`src/rtl/nbcac_pkg.sv`:
```
// Constants and types shared by the NBCAC packer, encoder and decoder.
package nbcac_pkg;

    localparam int unsigned NBCAC_DATA_W = 22;
    localparam int unsigned NBCAC_CODE_W = 31;

    typedef logic [NBCAC_DATA_W-1:0] nbcac_data_t;

    // Bits needed for a counter that spans 0..max_val inclusive.
    function automatic int unsigned cnt_bits(int unsigned max_val);
        return $clog2(max_val + 1);
    endfunction

endpackage

```
`src/rtl/nbcac_bit_accum.sv`:
```
// LSB-first bit accumulator: inserts IN_W-bit chunks above the current fill and
// extracts the low WORD_W bits as a word. Bits above fill are always zero.
module nbcac_bit_accum
    import nbcac_pkg::*;
#(
    parameter int unsigned IN_W   = 8,
    parameter int unsigned WORD_W = NBCAC_DATA_W,
    localparam int unsigned ACC_W  = WORD_W + IN_W - 1,
    localparam int unsigned FILL_W = cnt_bits(ACC_W)
) (
    input  logic              clk_i,
    input  logic              rst_ni,
    input  logic              ins_i,
    input  logic [IN_W-1:0]   ins_data_i,
    input  logic              ext_i,
    input  logic              clr_i,
    output logic [WORD_W-1:0] word_o,
    output logic [FILL_W-1:0] fill_o
);

    logic [ACC_W-1:0]  acc_q, acc_d;
    logic [FILL_W-1:0] fill_q, fill_d;
    logic [ACC_W-1:0]  ins_vec;

    assign ins_vec = ACC_W'(ins_data_i) << fill_q;

    always_comb begin
        acc_d  = acc_q;
        fill_d = fill_q;
        if (clr_i) begin
            acc_d  = '0;
            fill_d = '0;
        end else if (ext_i) begin
            acc_d  = acc_q >> WORD_W;
            fill_d = fill_q - FILL_W'(WORD_W);
        end else if (ins_i) begin
            acc_d  = acc_q | ins_vec;
            fill_d = fill_q + FILL_W'(IN_W);
        end
    end

    always_ff @(posedge clk_i or negedge rst_ni) begin
        if (!rst_ni) begin
            acc_q  <= '0;
            fill_q <= '0;
        end else begin
            acc_q  <= acc_d;
            fill_q <= fill_d;
        end
    end

    assign word_o = acc_q[WORD_W-1:0];
    assign fill_o = fill_q;

endmodule

```
`src/rtl/nbcac_word_packer.sv`:
```
// Packs a byte stream LSB-first into WORD_W-bit words for the NBCAC encoder.
// Optional end-of-frame flush of a zero-padded partial word: NBCAC_PACKER_FLUSH_EN.
module nbcac_word_packer
    import nbcac_pkg::*;
#(
    parameter int unsigned IN_W   = 8,
    parameter int unsigned WORD_W = NBCAC_DATA_W,
    parameter int unsigned CNT_W  = 16
) (
    input  logic              clock,
    input  logic              rst_n,
    input  logic [IN_W-1:0]   in_data,
    input  logic              in_valid,
    output logic              in_ready,
    input  logic              flush,
    output logic [WORD_W-1:0] word_out,
    output logic              word_valid,
    input  logic              word_ready,
    output logic              word_partial,
    output logic [CNT_W-1:0]  word_count
);

    localparam int unsigned FILL_W = cnt_bits(WORD_W + IN_W - 1);

    logic [WORD_W-1:0] acc_word;
    logic [FILL_W-1:0] fill;
    logic              full, slot_free, do_word, do_partial, flush_pend, accept;

    logic [WORD_W-1:0] word_q;
    logic              valid_q, partial_q;
    logic [CNT_W-1:0]  count_q;

    assign full      = fill >= FILL_W'(WORD_W);
    assign slot_free = !valid_q || word_ready;
    assign do_word   = full && slot_free;
    assign in_ready  = !full && !flush_pend;
    assign accept    = in_valid && in_ready;

`ifdef NBCAC_PACKER_FLUSH_EN
    logic flush_pend_q;

    assign flush_pend = flush_pend_q;
    // Full words drain first; the residue goes out only once fill is below a word.
    assign do_partial = flush_pend_q && !full && (fill != '0) && slot_free;

    always_ff @(posedge clock or negedge rst_n) begin
        if (!rst_n) begin
            flush_pend_q <= 1'b0;
        end else if (flush) begin
            flush_pend_q <= 1'b1;
        end else if (fill == '0) begin
            flush_pend_q <= 1'b0;
        end
    end
`else
    logic unused_flush;

    assign unused_flush = flush;
    assign flush_pend   = 1'b0;
    assign do_partial   = 1'b0;
`endif

    nbcac_bit_accum #(
        .IN_W   (IN_W),
        .WORD_W (WORD_W)
    ) u_accum (
        .clk_i      (clock),
        .rst_ni     (rst_n),
        .ins_i      (accept),
        .ins_data_i (in_data),
        .ext_i      (do_word),
        .clr_i      (do_partial),
        .word_o     (acc_word),
        .fill_o     (fill)
    );

    always_ff @(posedge clock or negedge rst_n) begin
        if (!rst_n) begin
            word_q    <= '0;
            valid_q   <= 1'b0;
            partial_q <= 1'b0;
            count_q   <= '0;
        end else begin
            if (do_word || do_partial) begin
                word_q    <= acc_word;
                valid_q   <= 1'b1;
                partial_q <= do_partial;
            end else if (word_ready) begin
                valid_q <= 1'b0;
            end
            if (valid_q && word_ready) begin
                count_q <= count_q + CNT_W'(1);
            end
        end
    end

    assign word_out     = word_q;
    assign word_valid   = valid_q;
    assign word_partial = partial_q;
    assign word_count   = count_q;

endmodule

```
`config.mk`:
```
export PLATFORM = sky130hd
export DESIGN_NAME = nbcac_word_packer
export DESIGN_NICKNAME = d
export VERILOG_FILES = /design/src/rtl/nbcac_pkg.sv /design/src/rtl/nbcac_bit_accum.sv /design/src/rtl/nbcac_word_packer.sv
export SDC_FILE = /design/constraint.sdc
export NUM_CORES = 1
export LEC_CHECK = 0
export BUFFER_PORTS_ARGS = -buffer_cell sky130_fd_sc_hd__buf_2
export CORE_ASPECT_RATIO = 0.75
export CORE_MARGIN = 4
export CORE_UTILIZATION = 60
export CTS_CLUSTER_DIAMETER = 120
export CTS_CLUSTER_SIZE = 14
export DETAILED_ROUTE_END_ITERATION = 16
export PLACE_DENSITY = 0.81
export SYNTH_ARGS = -nofsm -noshare
export SYNTH_HDL_FRONTEND = slang
export SYNTH_SLANG_ARGS = --single-unit
```
`constraint.sdc`:
```
create_clock -name clock -period 2.6 [get_ports clock]
set_input_delay 0.26 -clock clock [delete_from_list [all_inputs] [get_ports clock]]
set_output_delay 0.26 -clock clock [all_outputs]
set_load 0.005 [all_outputs]
```
==> impl_metrics.env <==
export IMPL_syn_area_um2=3310
export IMPL_critical_path_arrival_ns=2.39
export IMPL_htree_levels=3
export IMPL_avgSynthCellArea_um2=9.90
export IMPL_cts_setup_buffers=0
export IMPL_outcome="finished clean"
export IMPL_pwr_share_clk_pct=22.3
export IMPL_pwr_density_cell_nw_per_um2=1220
export IMPL_via_per_inst=5.54
export IMPL_yosysTopAreaCellShare_pct=54.5
export IMPL_vdd_drop_max_mv=0.898
export IMPL_switchingPower_w=0.00179
export IMPL_clk_latency_ns=0.35
export IMPL_final_setup_skew_ns=0.00992
export IMPL_syn_num_nets=351
export IMPL_placementRows=23
export IMPL_postCtsHoldBufs=1
export IMPL_grt_use_total_pct=23.6
export IMPL_via_count=2583
export IMPL_die_area_um2=6780
export IMPL_clk_pin_slew_worst_paths_ns=0.07
export IMPL_yosys_top_cells_area="dfrtp_1 54%, nand2_1 9.4%, xnor2_1 3.7%"
export IMPL_grt_setup_unrepaired="no"
export IMPL_drt_first_pass_iters=5
export IMPL_tritoncts="yes"
export IMPL_async_reset_ff_share_pct=100
export IMPL_die_y_um=72.3
export IMPL_cp_required_ns=2.87
export IMPL_nNetsFinal=403
export IMPL_wl_per_cell_um=15.5
export IMPL_root_buffer="clkbuf_8"
export IMPL_setup_tns_final_ns=0
export IMPL_period_share_pct=81.6
export IMPL_port_buffer_count=51
export IMPL_drive_above_1_share_pct=21.5
export IMPL_netlist_instances=334
export IMPL_sw_frac_of_total_pct=37.7
export IMPL_ys_flop_type="dfrtp_1"
export IMPL_synth_top_area_cell="dfrtp_1"
export IMPL_maxSlewHeadroom_pct=27.2
export IMPL_cts_sinks=72
export IMPL_initial_core_util_pct=61.8
export IMPL_core_area_um2=5350
export IMPL_place_hpwl_um=5040
export IMPL_pwr_share_comb_pct=40.6
export IMPL_drt_wl_total_um=7210
export IMPL_cts_resized=0
export IMPL_num_io_pins=54
export IMPL_end_kind="flip-flop"
export IMPL_ys_seq_area_share_pct=54.5
export IMPL_finalHoldViolations=0
export IMPL_synth_enable_flop_cells=0
export IMPL_syn_to_final_growth_pct=17.8
export IMPL_drtAntennaViolNets=0
export IMPL_internal_power_w=0.00295
export IMPL_grt_pass1_wl_um=12200
export IMPL_antenna_found_initial=0
export IMPL_drv_slew=0
export IMPL_min_path_type="input pin to flip-flop"
export IMPL_drtIter0Drc=152
export IMPL_p_leak_nw=1.99
export IMPL_drc_errors=0
export IMPL_holdWs_ns=0.241
export IMPL_fin_crit_ns=2.12
export IMPL_setup_viol=0
export IMPL_grt_pass1_vias=2466
export IMPL_clock_fmax_mhz=472
export IMPL_worst_pin_slew_ns=1.09
export IMPL_worstHoldPathCells=3
export IMPL_final_core_util_pct=72.8
export IMPL_worstSetupPathType="flip-flop to flip-flop"
export IMPL_critPathLaunchType="flip-flop"
export IMPL_ys_types=52
export IMPL_dieWidth_um=93.7
export IMPL_max_cap_violations=0
export IMPL_reg2reg_depth=6
export IMPL_synth_seq_cells=72
export IMPL_numCtsBuffers=9
export IMPL_clock_path_buffers=2
export IMPL_seq_power_share_pct=37.1
export IMPL_cp_max_fo=29
export IMPL_antennaDiodeCount=0
export IMPL_synth_warnings=0
export IMPL_grt_max_degree=33
export IMPL_place_gp_congestion=0.898
export IMPL_grt_overflow_total=0
## worst paths after layout
kind,startpoint,endpoint,slack (ns)
setup / recovery,u_accum.fill_o[3]$_DFFE_PN0P_,u_accum.acc_q[6]$_DFFE_PN0P_,0.48
hold / removal,word_ready,word_count[2]$_DFFE_PN0P_,0.24
setup reg to reg,u_accum.fill_o[3]$_DFFE_PN0P_,u_accum.acc_q[6]$_DFFE_PN0P_,0.48
hold reg to reg,word_count[15]$_DFFE_PN0P_,word_count[15]$_DFFE_PN0P_,0.47
max in group asynchronous,rst_n,word_out[0]$_DFFE_PN0P_,1.30
min in group asynchronous,rst_n,word_count[13]$_DFFE_PN0P_,0.50
## layout make-up
type / instances / area [um2]
multi-input cells: 238 / 1390
clock inverters: 6 / 115
repair buffers: 60 / 350
clock buffers: 10 / 128
well taps: 75 / 93.8
flip-flops and latches: 72 / 1800
inverters: 5 / 18.8
fillers: 409 / 1460
## per-stage QoR
| step | std cells | cell area, um2 | total power (W) | setup slack [ns] |
|---|---|---|---|---|
| after floorplan | 334 | 3310 | 0.00307 | 0.828 |
| after global placement | 449 | 3640 | 0.00361 | 0.586 |
| after detailed placement | 449 | 3640 | 0.00368 | 0.518 |
| after CTS | 466 | 3900 | 0.00476 | 0.493 |
| after global routing | 466 | 3900 | 0.00508 | 0.318 |
| final | 466 | 3900 | 0.00475 | 0.479 |
## cell usage after synthesis (4+ instances only)
cell / instances
and3_1: 4
mux2i_1: 8
o21ai_0: 5
dfrtp_1: 72
mux2_2: 4
xnor2_1: 14
ha_1: 4
nor2_1: 21
o21ai_1: 4
nand3_1: 15
nand4_1: 4
buf_2: 7
a21oi_1: 15
nor2b_1: 5
nand2_1: 83
clkbuf_1: 5
a22o_1: 4
## cells by family after synthesis
kind of cell,share of synthesized area [%]
other cells,0.113
fa+ha+maj,1.51
compound gates,10.3
mux,4.58
flops,54.5
simple gates,21.0
buf+inv,3.56
xor+xnor,4.50
## cell usage in the layout (no fill, tap or decap), types with 3 or more instances in the layout
cell type / instances
nand2_1: 83
dfrtp_1: 72
buf_2: 51
nor2_1: 21
nand3_1: 15
a21oi_1: 15
xnor2_1: 14
clkbuf_8: 9
mux2i_1: 8
buf_4: 6
nor2b_1: 5
o21ai_0: 5
nand4_1: 4
and3_1: 4
mux2_2: 4
a22o_1: 4
o21ai_1: 4
ha_1: 4
nand2b_1: 3
o31ai_1: 3
a2bb2oi_1: 3
inv_1: 3
nor3_1: 3
a221o_1: 3
xor2_1: 3
bufinv_16: 3
## critical path, cell delays in order (launching register included)
cell	delay [ns]
dfrtp_1	0.41
inv_2	0.13
ha_1	0.16
a21o_1	0.15
and2_1	0.86
nor2_1	0.14
a21oi_2	0.19
## power by group through the flow
stage                     Sequential, W  Combinational, W  Clock (W)
after global placement          0.00176           0.00184          0
after detailed placement        0.00178           0.00190          0
after global routing            0.00181           0.00214    0.00114
final                           0.00176           0.00193    0.00106
after floorplan                 0.00175           0.00132          0
after CTS                       0.00176           0.00193    0.00108
## layer usage
metal	part of all wire (%)	track usage (%)	up-vias
li1	-	-	1246
met1	44	34.9	1243
met2	46	34.5	87
met3	8.9	7.15	7
met4	1.1	5.61	0
met5	0	0	-
## sequential cells by signal, indices dropped and copies added, names as in the netlist
register        flops
u_accum.fill_o      4
word_count         16
word_valid          1
word_out           22
u_accum.acc_q      29
Power figures use the tool's default switching activity.
